File: config.mk
export PLATFORM = sky130hd
export DESIGN_NAME = mux4_bus_arbiter_flat
export DESIGN_NICKNAME = d
export VERILOG_FILES = /design/src/rtl/mux4_bus_arbiter_if.sv /design/src/rtl/mux4_bus_arbiter.sv /design/src/flat_wrapper.sv
export SDC_FILE = /design/constraint.sdc
export NUM_CORES = 1
export LEC_CHECK = 0
export BUFFER_PORTS_ARGS = -buffer_cell sky130_fd_sc_hd__buf_2
export CORE_MARGIN = 5
export CORE_UTILIZATION = 45
export CTS_BUF_LIST = sky130_fd_sc_hd__clkbuf_16
export DETAILED_ROUTE_END_ITERATION = 7
export MAX_ROUTING_LAYER = met4
export PLACE_DENSITY = 0.81
export SYNTH_ARGS = -nofsm -noshare
export SYNTH_HDL_FRONTEND = slang
export SYNTH_SLANG_ARGS = --single-unit
File: constraint.sdc
create_clock -name clk -period 2.09 [get_ports clk]
set_input_delay 0 -clock clk [delete_from_list [all_inputs] [get_ports clk]]
set_output_delay 0 -clock clk [all_outputs]
set_load 0.01 [all_outputs]
File: src/rtl/mux4_bus_arbiter_if.sv
// Handshake/bus bundle between four requesters, the mux arbiter and the downstream consumer.
// master = arbiter side; slave = requesters plus consumer.
interface mux4_bus_arbiter_if;
  logic [3:0]  req_valid;
  logic [3:0]  req_last;
  logic [15:0] req_data0;
  logic [15:0] req_data1;
  logic [15:0] req_data2;
  logic [15:0] req_data3;
  logic [3:0]  req_ready;
  logic [1:0]  mux_select;
  logic [3:0]  grant;
  logic        busy;
  logic        out_valid;
  logic [15:0] out_data;
  logic        out_last;
  logic [1:0]  out_src;
  logic        out_ready;

  modport master (
    input  req_valid, req_last, req_data0, req_data1, req_data2, req_data3, out_ready,
    output req_ready, mux_select, grant, busy, out_valid, out_data, out_last, out_src
  );

  modport slave (
    output req_valid, req_last, req_data0, req_data1, req_data2, req_data3, out_ready,
    input  req_ready, mux_select, grant, busy, out_valid, out_data, out_last, out_src
  );
endinterface

File: src/rtl/mux4_bus_arbiter.sv
// Round-robin packet arbiter for a 4:1 16-bit mux feeding one registered valid/ready output stage.
// Grant one cycle after request, first beat out one cycle later; req_ready drops while the output slot is full and stalled.
module mux4_bus_arbiter #(
  parameter int MAX_BEATS = 16,
  parameter int CNT_W     = 5
) (
  input logic          clk,
  input logic          reset,
  mux4_bus_arbiter_if.master bus
);

  localparam logic [0:0] IDLE = 1'b0;
  localparam logic [0:0] BUSY = 1'b1;

  logic [0:0]       state;
  logic [3:0]       grant_q;
  logic [1:0]       sel_q;
  logic [1:0]       rr_ptr;
  logic [CNT_W-1:0] beat_cnt;
  logic             ov_q;
  logic [15:0]      od_q;
  logic             ol_q;
  logic [1:0]       os_q;

  logic [1:0]       winner;
  logic [1:0]       arb_idx;
  logic             arb_found;
  logic [15:0]      mux_dat;
  logic             slot_free;
  logic [3:0]       ready;
  logic             xfer;
  logic             beat_last;

  // Scan from rr_ptr upward so the previous winner ends up lowest priority.
  always_comb begin
    winner    = rr_ptr;
    arb_idx   = '0;
    arb_found = 1'b0;
    for (int i = 0; i < 4; i++) begin
      arb_idx = rr_ptr + 2'(i);
      if (!arb_found && bus.req_valid[arb_idx]) begin
        winner    = arb_idx;
        arb_found = 1'b1;
      end
    end
  end

  always_comb begin
    mux_dat = '0;
    case (sel_q)
      2'd0:    mux_dat = bus.req_data0;
      2'd1:    mux_dat = bus.req_data1;
      2'd2:    mux_dat = bus.req_data2;
      default: mux_dat = bus.req_data3;
    endcase
  end

  assign slot_free = !ov_q || bus.out_ready;
  assign ready     = (state == BUSY && slot_free) ? (4'b0001 << sel_q) : 4'b0000;
  assign xfer      = |(ready & bus.req_valid);
  assign beat_last = bus.req_last[sel_q] || (beat_cnt == CNT_W'(MAX_BEATS - 1));

  always_ff @(posedge clk) begin
    if (reset) begin
      state    <= IDLE;
      grant_q  <= '0;
      sel_q    <= '0;
      rr_ptr   <= '0;
      beat_cnt <= '0;
      ov_q     <= 1'b0;
      od_q     <= '0;
      ol_q     <= 1'b0;
      os_q     <= '0;
    end else begin
      case (state)
        IDLE: begin
          if (|bus.req_valid) begin
            state    <= BUSY;
            grant_q  <= 4'b0001 << winner;
            sel_q    <= winner;
            beat_cnt <= '0;
          end
        end
        BUSY: begin
          if (xfer) begin
            if (beat_last) begin
              state    <= IDLE;
              grant_q  <= '0;
              rr_ptr   <= sel_q + 2'd1;
              beat_cnt <= '0;
            end else begin
              beat_cnt <= beat_cnt + CNT_W'(1);
            end
          end
        end
        default: state <= IDLE;
      endcase

      // A new beat overwrites the slot even when the old one is being accepted this cycle.
      if (xfer) begin
        ov_q <= 1'b1;
        od_q <= mux_dat;
        ol_q <= beat_last;
        os_q <= sel_q;
      end else if (bus.out_ready) begin
        ov_q <= 1'b0;
      end
    end
  end

  assign bus.req_ready  = ready;
  assign bus.mux_select = sel_q;
  assign bus.grant      = grant_q;
  assign bus.busy       = (state == BUSY);
  assign bus.out_valid  = ov_q;
  assign bus.out_data   = od_q;
  assign bus.out_last   = ol_q;
  assign bus.out_src    = os_q;

endmodule

File: src/flat_wrapper.sv
// flat-port wrapper written by rule: the top's interface ports become plain ports
module mux4_bus_arbiter_flat 
#(
  parameter int MAX_BEATS = 16,
  parameter int CNT_W     = 5
)
  (clk, reset, bus_req_valid, bus_req_last, bus_req_data0, bus_req_data1, bus_req_data2, bus_req_data3, bus_out_ready, bus_req_ready, bus_mux_select, bus_grant, bus_busy, bus_out_valid, bus_out_data, bus_out_last, bus_out_src);
  mux4_bus_arbiter_if bus_i ();
  input logic clk;
  input logic reset;
  input wire logic [$bits(bus_i.req_valid)-1:0] bus_req_valid;
  input wire logic [$bits(bus_i.req_last)-1:0] bus_req_last;
  input wire logic [$bits(bus_i.req_data0)-1:0] bus_req_data0;
  input wire logic [$bits(bus_i.req_data1)-1:0] bus_req_data1;
  input wire logic [$bits(bus_i.req_data2)-1:0] bus_req_data2;
  input wire logic [$bits(bus_i.req_data3)-1:0] bus_req_data3;
  input wire logic [$bits(bus_i.out_ready)-1:0] bus_out_ready;
  output wire logic [$bits(bus_i.req_ready)-1:0] bus_req_ready;
  output wire logic [$bits(bus_i.mux_select)-1:0] bus_mux_select;
  output wire logic [$bits(bus_i.grant)-1:0] bus_grant;
  output wire logic [$bits(bus_i.busy)-1:0] bus_busy;
  output wire logic [$bits(bus_i.out_valid)-1:0] bus_out_valid;
  output wire logic [$bits(bus_i.out_data)-1:0] bus_out_data;
  output wire logic [$bits(bus_i.out_last)-1:0] bus_out_last;
  output wire logic [$bits(bus_i.out_src)-1:0] bus_out_src;
  assign bus_i.req_valid = bus_req_valid;
  assign bus_i.req_last = bus_req_last;
  assign bus_i.req_data0 = bus_req_data0;
  assign bus_i.req_data1 = bus_req_data1;
  assign bus_i.req_data2 = bus_req_data2;
  assign bus_i.req_data3 = bus_req_data3;
  assign bus_i.out_ready = bus_out_ready;
  assign bus_req_ready = bus_i.req_ready;
  assign bus_mux_select = bus_i.mux_select;
  assign bus_grant = bus_i.grant;
  assign bus_busy = bus_i.busy;
  assign bus_out_valid = bus_i.out_valid;
  assign bus_out_data = bus_i.out_data;
  assign bus_out_last = bus_i.out_last;
  assign bus_out_src = bus_i.out_src;
  mux4_bus_arbiter #(.MAX_BEATS(MAX_BEATS), .CNT_W(CNT_W)) u_core (.clk(clk), .reset(reset), .bus(bus_i));
endmodule
==> summary.md <==
| Metric | Value |
|---|---|
| Status | `complete, no violations` |
| Cell Area, Placed | `roughly 2500 um^2` |
| Dpl ws | `between 150 and 200 ps` |
| Worst slew pin tran | `563.6 ps` |
| Most frequent cell after synthesis | `nand2_1` |
| Rows | `24` |
| Synth cell types | `42` |
| Worst-path fanout max | `15` |
| FMAX | `around 0.5 GHz` |
| GRT Total Usage | `19.72%` |
| RR Startpoint | `u_core.bus.mux_select[1]$_SDFFE_PP0P_` |
| Post CTS Setup Buffer Count | `0` |
| Via count | `between 2k and 2.5k` |
| Mux cell area share after synthesis | `1.026%` |
| Die Wd | `75.86 um` |
| FF-to-FF setup slack | `roughly 150 ps` |
| Num Clock Sinks | `34` |
| Resized Gates After CTS | `0` |
| Die Y | `about 76 um` |
| Setup Skew | `3.049 ps` |
| Max Root-Sink Buffers | `2` |
| Vias in the first global route | `1970` |
| Post-detailed-route count of antenna-violating nets | `0` |
| Quantity of I/O buffers inserted on ports | `105` |
| FF-to-FF path depth | `7` |
| Total gr overflow | `0` |
| Post-route DRC | `0` |
| Syn Nets | `approximately 330` |
| Max Slew Vio Count | `0` |
| Final WL | `5646 um` |
| Global-route wire length before repair | `8507 um` |
| Total number of H-tree levels | `2` |
| DIE AREA | `between 5000 and 6000 um^2` |
| Synth cell count leaders | `nand2_1 (58), dfxtp_1 (34), a21oi_1 (28)` |
| Final setup fails | `0` |
| CTS root buf | `clkbuf_16` |
| Leakage power | `~1.2 nW` |
| Mapped Cells | `246` |
| Synth Area in Compound Gates | `31.22%` |
| Worst Path Arrival | `2070 ps` |
| Initial Utilization | `45.45%` |
| Initial antenna violation count | `0` |
| Power Dens Cells | `about 670 nW/um^2` |
| Layout overhead on the synthesized area | `35.32%` |
| Xor/xnor cell area share of the yosys netlist | `0%` |
| Cell type with the largest total area after synthesis | `dfxtp_1` |
| Startpoint types | `flop` |
| Worst Hold Class | `in -> reg` |
| Pre-antenna DRT Iters | `7` |
| GP Congestion | `approximately 0.80` |
| Share of the synthesized area in the top cell type | `a little over a third` |
| Seq pwr share | `40.2%` |
| Finished Layout Cells | `398` |
| Flops & latches, synth | `34` |
| Combinational power share | `a little under a quarter` |
| Critical Path End | `u_core.beat_cnt[3]$_SDFFE_PP0P_` |
| Fraction of registers with async set/reset | `0%` |
| Syn avg cell area | `about 7.9 um^2` |
| EDFF count, synth | `0` |
| Worst-path clk slew | `50 ps` |
| Post-Synth Simple-Gate Area | `a little over a fifth` |
| Hpwl dp | `about 4200 um` |
| Post-synthesis sequential area ratio | `between 30% and 40%` |
| I/O pin count | `about 110` |
| Required @ worst endpoint | `2220 ps` |
| Slack of the critical path | `between 100 and 150 ps` |
| Setup CP Type | `reg -> reg` |
| Largest net degree at the start of global routing | `33` |
| Post-route cell area | `between 2000 and 3000 um^2` |
| Endpoints failing hold | `0` |
| Slew Limit Headroom | `62.43%` |
| Dpl cells | `392` |
| Synth Area in Adders | `approximately 4.5%` |
| Post-Syn Area | `around 2000 um^2` |
| CTS tree | `built` |
| Fin crit share | `between 90 and 100%` |
| Most used flip-flop cell after synthesis | `dfxtp_1` |
| Sum of negative setup slack | `0 ps` |
| FF-to-FF End | `u_core.beat_cnt[3]$_SDFFE_PP0P_` |
| Clock power share | `between 30% and 40%` |
| Core ar. | `4294 um^2` |
| RSZ-0062 raised after global routing | `no` |
| Routed length per instance | `between 10 and 15 um` |
| Synth top area cells | `dfxtp_1 (35%), nand2_1 (11%), a222oi_1 (8.2%)` |
| Vias/cell | `around 5.5` |
| DRT iter0 DRCs | `138` |
| Peak VDD IR | `0.0004416 V` |
| Maxcap violations | `0` |
| Layout cells sized above 1 | `36.99%` |
| Hold buffers post-CTS | `0` |
| Fin nets | `around 430` |
| Final Hold Slack | `81.89 ps` |
| Crit path from | `u_core.bus.mux_select[1]$_SDFFE_PP0P_` |
| Antenna Cells | `0` |
| Net Sw Power | `between 0.0004 and 0.0005 W` |
| Total CTS buffers | `5` |
| Critical Path End Type | `flop` |
| Tmin final | `just under 2000 ps` |
| Yosys warning count | `0` |
| Largest family of logic cells by synthesized area | `compound AO/OA/AOI/OAI gates` |
| Worst skew pair latency | `270 ps` |
| Switching part of the total | `roughly 27%` |
| Internal power | `0.001301 W` |
==> cell families (layout without fill, tap and decap cells) <==
family / count (synthesis) / after routing
simple gates: 93 / 93
compound gates: 86 / 86
flops: 34 / 34
buf+inv: 24 / 124
fa+ha+maj: 7 / 7
mux: 2 / 2
==> stage by stage <==
stage                     util [%]  total power, W
after floorplan                  -       0.0009752
after detailed placement     58.51        0.001140
after global routing         61.51        0.001878
after CTS                    61.51        0.001802
final                        61.51        0.001783
after global placement       58.51        0.001135
==> routing by layer <==
layer	vias up	GRT usage [%]	wire, um
li1	1097	-	-
met3	2	5.013	617
met4	0	5.825	18
met2	89	35.27	2775
met1	995	21.28	2235
met5	-	-	0
==> placed cells by master (no fill, tap or decap), drive strengths merged, types with 2 or more instances in the layout <==
cell type | Yosys | routed
a21oi | 29 | 29
a222oi | 16 | 16
a22o | 3 | 3
and3 | 5 | 5
buf | 10 | 113
clkbuf | 9 | 5
dfxtp | 34 | 34
ha | 7 | 7
inv | 5 | 5
mux2i | 2 | 2
nand2 | 58 | 58
nand3 | 9 | 9
nor2 | 5 | 5
nor2b | 6 | 6
o211ai | 3 | 3
o21ai | 21 | 21
o21bai | 2 | 2
o22ai | 4 | 4
or3 | 3 | 3
==> worst max-delay path, cell delays in order (launching register included) <==
cell and delay (ps):
dfxtp_1 420, inv_1 90, ha_1 210, a22o_4 260, o211a_1 390, buf_12 230, o211ai_1 100, a21oi_1 90
==> power by group through the flow <==
stage / Sequential, W / Clock, W / Combinational [W]
CTS: 0.000716 / 0.000673 / 0.000413
finish: 0.000716 / 0.000656 / 0.000410
floorplan: 0.000742 / 0 / 0.000233
global route: 0.000720 / 0.000703 / 0.000455
global placement: 0.000727 / 0 / 0.000408
detailed placement: 0.000729 / 0 / 0.000411
==> how the worst min path moves through the flow <==
stage,cells past startpoint,start,slack (ps),to
6_report,3,bus_req_valid[2],80,u_core.bus.busy$_SDFF_PP0_
5_1_grt,5,bus_req_data3[13],120,u_core.bus.out_data[13]$_SDFFE_PP0P_
4_1_cts,3,bus_req_valid[2],70,u_core.bus.busy$_SDFF_PP0_
3_5_place_dp,3,bus_req_valid[2],350,u_core.bus.busy$_SDFF_PP0_
3_3_place_gp,3,bus_req_valid[2],350,u_core.bus.busy$_SDFF_PP0_
2_1_floorplan,2,bus_req_valid[3],170,u_core.bus.busy$_SDFF_PP0_
==> registers in the layout, summed over array words and instances (netlist names) <==
signal,flops
u_core.beat_cnt,5
u_core.bus.busy,1
u_core.bus.grant,4
u_core.bus.mux_select,2
u_core.bus.out_data,16
u_core.bus.out_last,1
u_core.bus.out_src,2
u_core.bus.out_valid,1
u_core.rr_ptr,2
==> cell type report <==
| cell class | instances | area [um^2] |
|---|---|---|
| fill | 406 | 1653 |
| multi-input combinational | 188 | 1137 |
| sequential | 34 | 680.7 |
| timing repair buffer | 113 | 610.6 |
| clock buffer | 5 | 125.1 |
| tap | 52 | 65.06 |
| inverter | 5 | 18.77 |
| clock inverter | 1 | 3.754 |
(Power assumes the default switching activity.)
